$ cat config.mk
export PLATFORM = sky130hd
export DESIGN_NAME = chess_board_renderer
export DESIGN_NICKNAME = d
export VERILOG_FILES = /design/src/rtl/chess_pkg.sv /design/src/rtl/board_coord_map.sv /design/src/rtl/chess_board_renderer.sv
export SDC_FILE = /design/constraint.sdc
export NUM_CORES = 1
export LEC_CHECK = 0
export CORE_ASPECT_RATIO = 0.8
export CORE_UTILIZATION = 50
export DETAILED_ROUTE_END_ITERATION = 12
export PLACE_DENSITY = 0.79
export SYNTH_ARGS = -nofsm -noshare
export SYNTH_HDL_FRONTEND = slang
export SYNTH_SLANG_ARGS = --single-unit
$ cat constraint.sdc
create_clock -name CLK -period 8.4 [get_ports CLK]
set_clock_uncertainty 0.15 [all_clocks]
set_input_delay 1.68 -clock CLK [delete_from_list [all_inputs] [get_ports CLK]]
set_output_delay 1.68 -clock CLK [all_outputs]
set_load 0.1 [all_outputs]
$ cat src/rtl/chess_pkg.sv
// Shared types and constants for the chess board renderer: piece codes, palette,
// square shading colours and the opening position loaded on reset.
package chess_pkg;

    // Piece code is {type[2:0], white}; only the black codes are enumerated here.
    typedef enum logic [3:0] {
        PAWN   = 4'd0,
        KNIGHT = 4'd2,
        BISHOP = 4'd4,
        ROOK   = 4'd6,
        QUEEN  = 4'd8,
        KING   = 4'd10,
        EMPTY  = 4'd12
    } piece_e;

    localparam logic [11:0] PALETTE [16] = '{
        12'h000, 12'hFFF, 12'h111, 12'hCCC, 12'h888, 12'hF00, 12'h0F0, 12'h00F,
        12'hFF0, 12'h0FF, 12'hF0F, 12'h840, 12'h48C, 12'hC84, 12'h555, 12'hAAA
    };

    localparam logic [11:0] BG_COLOUR     = 12'h222;
    localparam logic [11:0] LIGHT_SQ      = 12'hEDB;
    localparam logic [11:0] DARK_SQ       = 12'h853;
    localparam logic [11:0] CURSOR_COLOUR = 12'h4F4;

    localparam logic [3:0] INIT_BOARD [64] = '{
        4'd6,  4'd2,  4'd4,  4'd8,  4'd10, 4'd4,  4'd2,  4'd6,
        4'd0,  4'd0,  4'd0,  4'd0,  4'd0,  4'd0,  4'd0,  4'd0,
        4'd12, 4'd12, 4'd12, 4'd12, 4'd12, 4'd12, 4'd12, 4'd12,
        4'd12, 4'd12, 4'd12, 4'd12, 4'd12, 4'd12, 4'd12, 4'd12,
        4'd12, 4'd12, 4'd12, 4'd12, 4'd12, 4'd12, 4'd12, 4'd12,
        4'd12, 4'd12, 4'd12, 4'd12, 4'd12, 4'd12, 4'd12, 4'd12,
        4'd1,  4'd1,  4'd1,  4'd1,  4'd1,  4'd1,  4'd1,  4'd1,
        4'd7,  4'd3,  4'd5,  4'd9,  4'd11, 4'd5,  4'd3,  4'd7
    };

endpackage

$ cat src/rtl/board_coord_map.sv
// Combinational map from screen coordinates to board square (row/col) and the
// pixel offset inside that square, using a comparator chain instead of a divider.
module board_coord_map #(
    parameter int unsigned BOARD_X0 = 80,
    parameter int unsigned BOARD_Y0 = 0,
    parameter int unsigned SQ_PIX   = 60
) (
    input  logic [9:0] draw_x_i,
    input  logic [9:0] draw_y_i,
    output logic       in_board_o,
    output logic [2:0] row_o,
    output logic [2:0] col_o,
    output logic [5:0] px_o,
    output logic [5:0] py_o
);

    localparam logic [9:0] X0   = 10'(BOARD_X0);
    localparam logic [9:0] Y0   = 10'(BOARD_Y0);
    localparam logic [9:0] Span = 10'(8 * SQ_PIX);

    logic [9:0] dx, dy, x_base, y_base;

    always_comb begin
        // Coordinates left of/above the board wrap to large values and fail the span test.
        dx         = draw_x_i - X0;
        dy         = draw_y_i - Y0;
        in_board_o = (dx < Span) && (dy < Span);
        col_o      = '0;
        row_o      = '0;
        x_base     = '0;
        y_base     = '0;
        for (int k = 1; k < 8; k++) begin
            if (dx >= 10'(k * SQ_PIX)) begin
                col_o  = 3'(k);
                x_base = 10'(k * SQ_PIX);
            end
            if (dy >= 10'(k * SQ_PIX)) begin
                row_o  = 3'(k);
                y_base = 10'(k * SQ_PIX);
            end
        end
        px_o = 6'(dx - x_base);
        py_o = 6'(dy - y_base);
    end

endmodule

$ cat src/rtl/chess_board_renderer.sv
// Three-stage pixel pipeline: square lookup and sprite address, sprite ROM wait,
// then colour resolution (transparency, cursor, square shading) into 4:4:4 RGB.
module chess_board_renderer
    import chess_pkg::*;
#(
    parameter int unsigned BOARD_X0 = 80,
    parameter int unsigned BOARD_Y0 = 0,
    parameter int unsigned SQ_PIX   = 60
) (
    input  logic        CLK,
    input  logic        Reset,
    input  logic [9:0]  DrawX,
    input  logic [9:0]  DrawY,
    input  logic        blank,
    input  logic        bd_we,
    input  logic [5:0]  bd_addr,
    input  logic [3:0]  bd_data,
    input  logic        cursor_en,
    input  logic [5:0]  cursor_sq,
    output logic [3:0]  img_addr,
    output logic [11:0] pixel_addr,
    input  logic [3:0]  sprite_data,
    output logic [3:0]  Red,
    output logic [3:0]  Green,
    output logic [3:0]  Blue,
    output logic        blank_out
);

    logic [3:0]  board_q [64];

    logic        in_board;
    logic [2:0]  row, col;
    logic [5:0]  px, py, sq;

    logic [3:0]  img_addr_d, img_addr_q;
    logic [11:0] pixel_addr_d, pixel_addr_q;
    logic        parity_d, parity1_q, parity2_q;
    logic        cur_hit_d, cur1_q, cur2_q;
    logic        inb1_q, inb2_q;
    logic        blank1_q, blank2_q;
    logic [11:0] rgb_d, rgb_q;
    logic        blank_out_q;

    board_coord_map #(
        .BOARD_X0 (BOARD_X0),
        .BOARD_Y0 (BOARD_Y0),
        .SQ_PIX   (SQ_PIX)
    ) u_coord (
        .draw_x_i   (DrawX),
        .draw_y_i   (DrawY),
        .in_board_o (in_board),
        .row_o      (row),
        .col_o      (col),
        .px_o       (px),
        .py_o       (py)
    );

    // Write-after-read: a same-cycle S1 read of the written square sees the old code.
    always_ff @(posedge CLK) begin
        if (Reset) begin
            board_q <= INIT_BOARD;
        end else if (bd_we) begin
            board_q[bd_addr] <= bd_data;
        end
    end

    always_comb begin
        sq           = {row, col};
        img_addr_d   = in_board ? board_q[sq] : EMPTY;
        pixel_addr_d = in_board ? (12'(py) * 12'(SQ_PIX) + 12'(px)) : '0;
        parity_d     = row[0] ^ col[0];
        cur_hit_d    = cursor_en && in_board && (cursor_sq == sq);
    end

    always_comb begin
        rgb_d = '0;
        if (!blank2_q) begin
            rgb_d = '0;
        end else if (!inb2_q) begin
            rgb_d = BG_COLOUR;
        end else if (sprite_data != 4'd0) begin
            rgb_d = PALETTE[sprite_data];
        end else if (cur2_q) begin
            rgb_d = CURSOR_COLOUR;
        end else begin
            rgb_d = parity2_q ? DARK_SQ : LIGHT_SQ;
        end
    end

    always_ff @(posedge CLK) begin
        if (Reset) begin
            img_addr_q   <= EMPTY;
            pixel_addr_q <= '0;
            parity1_q    <= 1'b0;
            cur1_q       <= 1'b0;
            inb1_q       <= 1'b0;
            blank1_q     <= 1'b0;
            parity2_q    <= 1'b0;
            cur2_q       <= 1'b0;
            inb2_q       <= 1'b0;
            blank2_q     <= 1'b0;
            rgb_q        <= '0;
            blank_out_q  <= 1'b0;
        end else begin
            img_addr_q   <= img_addr_d;
            pixel_addr_q <= pixel_addr_d;
            parity1_q    <= parity_d;
            cur1_q       <= cur_hit_d;
            inb1_q       <= in_board;
            blank1_q     <= blank;
            parity2_q    <= parity1_q;
            cur2_q       <= cur1_q;
            inb2_q       <= inb1_q;
            blank2_q     <= blank1_q;
            rgb_q        <= rgb_d;
            blank_out_q  <= blank2_q;
        end
    end

    assign img_addr   = img_addr_q;
    assign pixel_addr = pixel_addr_q;
    assign Red        = rgb_q[11:8];
    assign Green      = rgb_q[7:4];
    assign Blue       = rgb_q[3:0];
    assign blank_out  = blank_out_q;

endmodule

==> flow_summary_export.csv, run 1 <==
group,metric,value,unit
run,drv_cap,0,
min_path,hold_class,"reg2reg",
setup_path,cp-start-kind,"input pin",
cells_and_area,nets,1865,
synth,synth_area,0.0153,mm2
clocking,worstSkewPairLatency,570,ps
synth,synth_nets,1879,
clocking,post_cts_buffers,0,
die,initial_core_util,0.516,
cells_and_area,layout-drive-gt1-share,0.0562,
synth,yosys-top-cells-area,"dfxtp_1, mux2i_1, nand2_1",
detailed_routing,drt_iter0_drc,1324,
sta,rsz0062_at_grt,"no",
synth,yosys.area.top_type,"dfxtp_1",
power,switching_share,0.309,
detailed_routing,drc,0,
sta,tightest_slew,1430,ps
sta,fmax,140,MHz
cells_and_area,fillers,2597,
synth,yosys_register_bits,293,
clocking,path_clk_slew,70,ps
die,core-area,0.0297,mm2
die,die_h,159,um
grt,grt_pass1_wl,65.4,mm
grt,grt_overflow,0,
cells_and_area,multi_input_area,0.00873,mm2
synth,synth.avg_cell_area,8.55,um2
synth,ys_seq_area_frac,0.383,
detailed_routing,wl_per_cell,18.4,um
clocking,cts_sinks,293,
grt,grt_pass1_vias,12681,
placement,port_buffers,73,
synth,ys_warn_count,0,
sta,fin_crit_sh,0.850,
setup_path,path_max_fanout,13,
detailed_routing,dr.pass1.iters,6,
sta,setup-tns-final,0,ps
die,die-area,0.0313,mm2
clocking,numCtsBuffers,29,
synth,yosysMostFrequentCell,"dfxtp_1",
clocking,cts_hold_buf,0,
status,status,"complete, no violations",
setup_path,required,8720,ps
synth,synthCells,1791,
detailed_routing,postRouteAntennaNets,0,
power,switchingPower,1.11,mW
clocking,cts_resized,0,
detailed_routing,routed_wl,40.5,mm
setup_path,crit_type,"in2reg",
synth,synth.top_cell.area_share,0.383,
synth,async_reset_ff_frac,0,
power,p_int,2.47,mW
power,peakVddDrop,0.161,mV
sta,finalCriticalPeriod,7140,ps
die,rows,56,
power,seqPwrFrac,0.397,
power,p_clk_frac,0.361,
cells_and_area,diodes,0,
detailed_routing,vias,13227,
sta,setup_viol,0,
sta,relSlewSlack,0.0427,
setup_path,end_kind,"register",
die,die_w,198,um
grt,antenna_found_initial,0,
synth,synthDistinctLibCells,65,
power,power.leakage,6.77,nW
grt,grt_use_total,0.259,
detailed_routing,avgViaCountPerCell,6.00,
synth,synth-edff-count,0,
cells_and_area,syn2layout_area_growth,11.8,%
power,power.density,209,mW/mm2
cells_and_area,utilization,0.576,
sta,hold_violations,0,
setup_path,arrival,7460,ps
placement,place_hpwl,25.8,mm
synth,yosys_most_used_dff,"dfxtp_1",
clocking,clk_path_buf_depth,3,
grt,grt_max_degree,149,
clocking,cts_tree,"done",
clocking,root_buffer,"clkbuf_16",
clocking,h-tree-depth,1,
die,io_pins,74,
sta,drv_slew,0,
synth,synth_commonest_cells,"dfxtp_1, mux2i_1, nand2_1",
power,comb_power_share,0.242,
placement,gp_congestion,0.898,
cells_and_area,register_area,0.00587,mm2
==> final cells by class <==
| class | instances | share of cell area |
|---|---|---|
| flip-flops and latches | 293 | 0.343 |
| well taps | 406 | 0.0297 |
| inverters | 43 | 0.00943 |
| multi-input cells | 1313 | 0.510 |
| clock buffers | 46 | 0.0525 |
| clock inverters | 6 | 0.00278 |
| repair buffers | 97 | 0.0528 |
==> power by group through the flow <==
stage | clock [mW] | sequential, mW | combinational [mW]
after floorplan | 0 | 1.54 | 0.573
after global placement | 0 | 1.45 | 0.831
after detailed placement | 0 | 1.45 | 0.856
after CTS | 1.30 | 1.42 | 0.861
after global routing | 1.37 | 1.42 | 0.946
final | 1.29 | 1.42 | 0.865
==> worst paths after layout <==
kind                     from             end  slack (ps)  cells past startpoint
setup / recovery     DrawY[3]  pixel_addr[11]        1260                     23
hold / removal    board_q[57]     board_q[57]         310                      2
setup reg to reg  board_q[23]     img_addr[3]        6430                      5
hold reg to reg   board_q[57]     board_q[57]         310                      2
==> layout by cell type (no fill, tap or decap), types with 23 or more instances in the layout <==
master / n
a211o_1: 68
a21oi_1: 120
a22oi_1: 24
buf_4: 23
clkbuf_16: 29
clkdlybuf4s50_1: 68
dfxtp_1: 293
ha_1: 34
inv_1: 42
mux2i_1: 211
nand2_1: 193
nand3_1: 123
nand3b_1: 40
nor2_1: 166
nor2b_1: 71
o21ai_0: 26
==> metal layers <==
layer / wire length, um / vias to the layer above / global-route usage
li1: - / 6273 / -
met1: 17600 / 6336 / 0.345
met2: 18400 / 513 / 0.422
met3: 3250 / 105 / 0.0485
met4: 1280 / 0 / 0.0904
met5: 0 / - / 0
==> state kept, by name, summed over array words and instances (netlist names), 4 cells and up <==
register and flops:
board_q 256, pixel_addr 12, rgb_q 12, img_addr 4
==> cells by family after synthesis <==
family / after synthesis / synth area share
AOI/OAI and AO/OA: 343 / 0.152
xor gates and xnor gates: 29 / 0.0166
adders and majority gates: 44 / 0.0402
buffers and inverters: 185 / 0.0505
DFF: 293 / 0.383
muxes: 215 / 0.142
and+or+nand+nor: 682 / 0.215
==> worst max-delay path, stage by stage <==
cell and delay, ps:
clkdlybuf4s50_1 530, or3_1 410, a21oi_1 180, nor2_1 80
or2_2 270, a31oi_1 190, buf_4 280, clkinv_1 310
ha_1 350, fa_1 400, xnor2_1 490, inv_1 190
fa_1 560, inv_1 40, ha_1 330, a21oi_1 150
o21bai_1 110, a21o_1 190, a21oi_1 170, xnor2_1 180
nand3_1 140, xnor2_1 170, nor2_1 50
==> through the flow <==
| step | total power, mW | worst slack, ps | instances | cell area, um2 | hold slack (ps) |
|---|---|---|---|---|---|
| 2_1_floorplan | 2.11 | 2010 | 1791 | 15300 | 264 |
| 3_3_place_gp | 2.28 | 948 | 2152 | 16200 | 279 |
| 3_5_place_dp | 2.30 | 748 | 2152 | 16200 | 289 |
| 4_1_cts | 3.58 | 1350 | 2204 | 17100 | 305 |
| 5_1_grt | 3.73 | 924 | 2204 | 17100 | 318 |
| 6_report | 3.57 | 1260 | 2204 | 17100 | 305 |
Power figures use the tool's default switching activity.
==> inputs of run 2 (changes only) <==
--- a/config.mk
+++ b/config.mk
@@ -12,3 +12,4 @@
 export SYNTH_ARGS = -nofsm -noshare
 export SYNTH_HDL_FRONTEND = slang
 export SYNTH_SLANG_ARGS = --single-unit
+export TNS_END_PERCENT = 10
==> results of run 2 <==
Same layout as run 1: the final DEF is identical, and so are final timing and power.
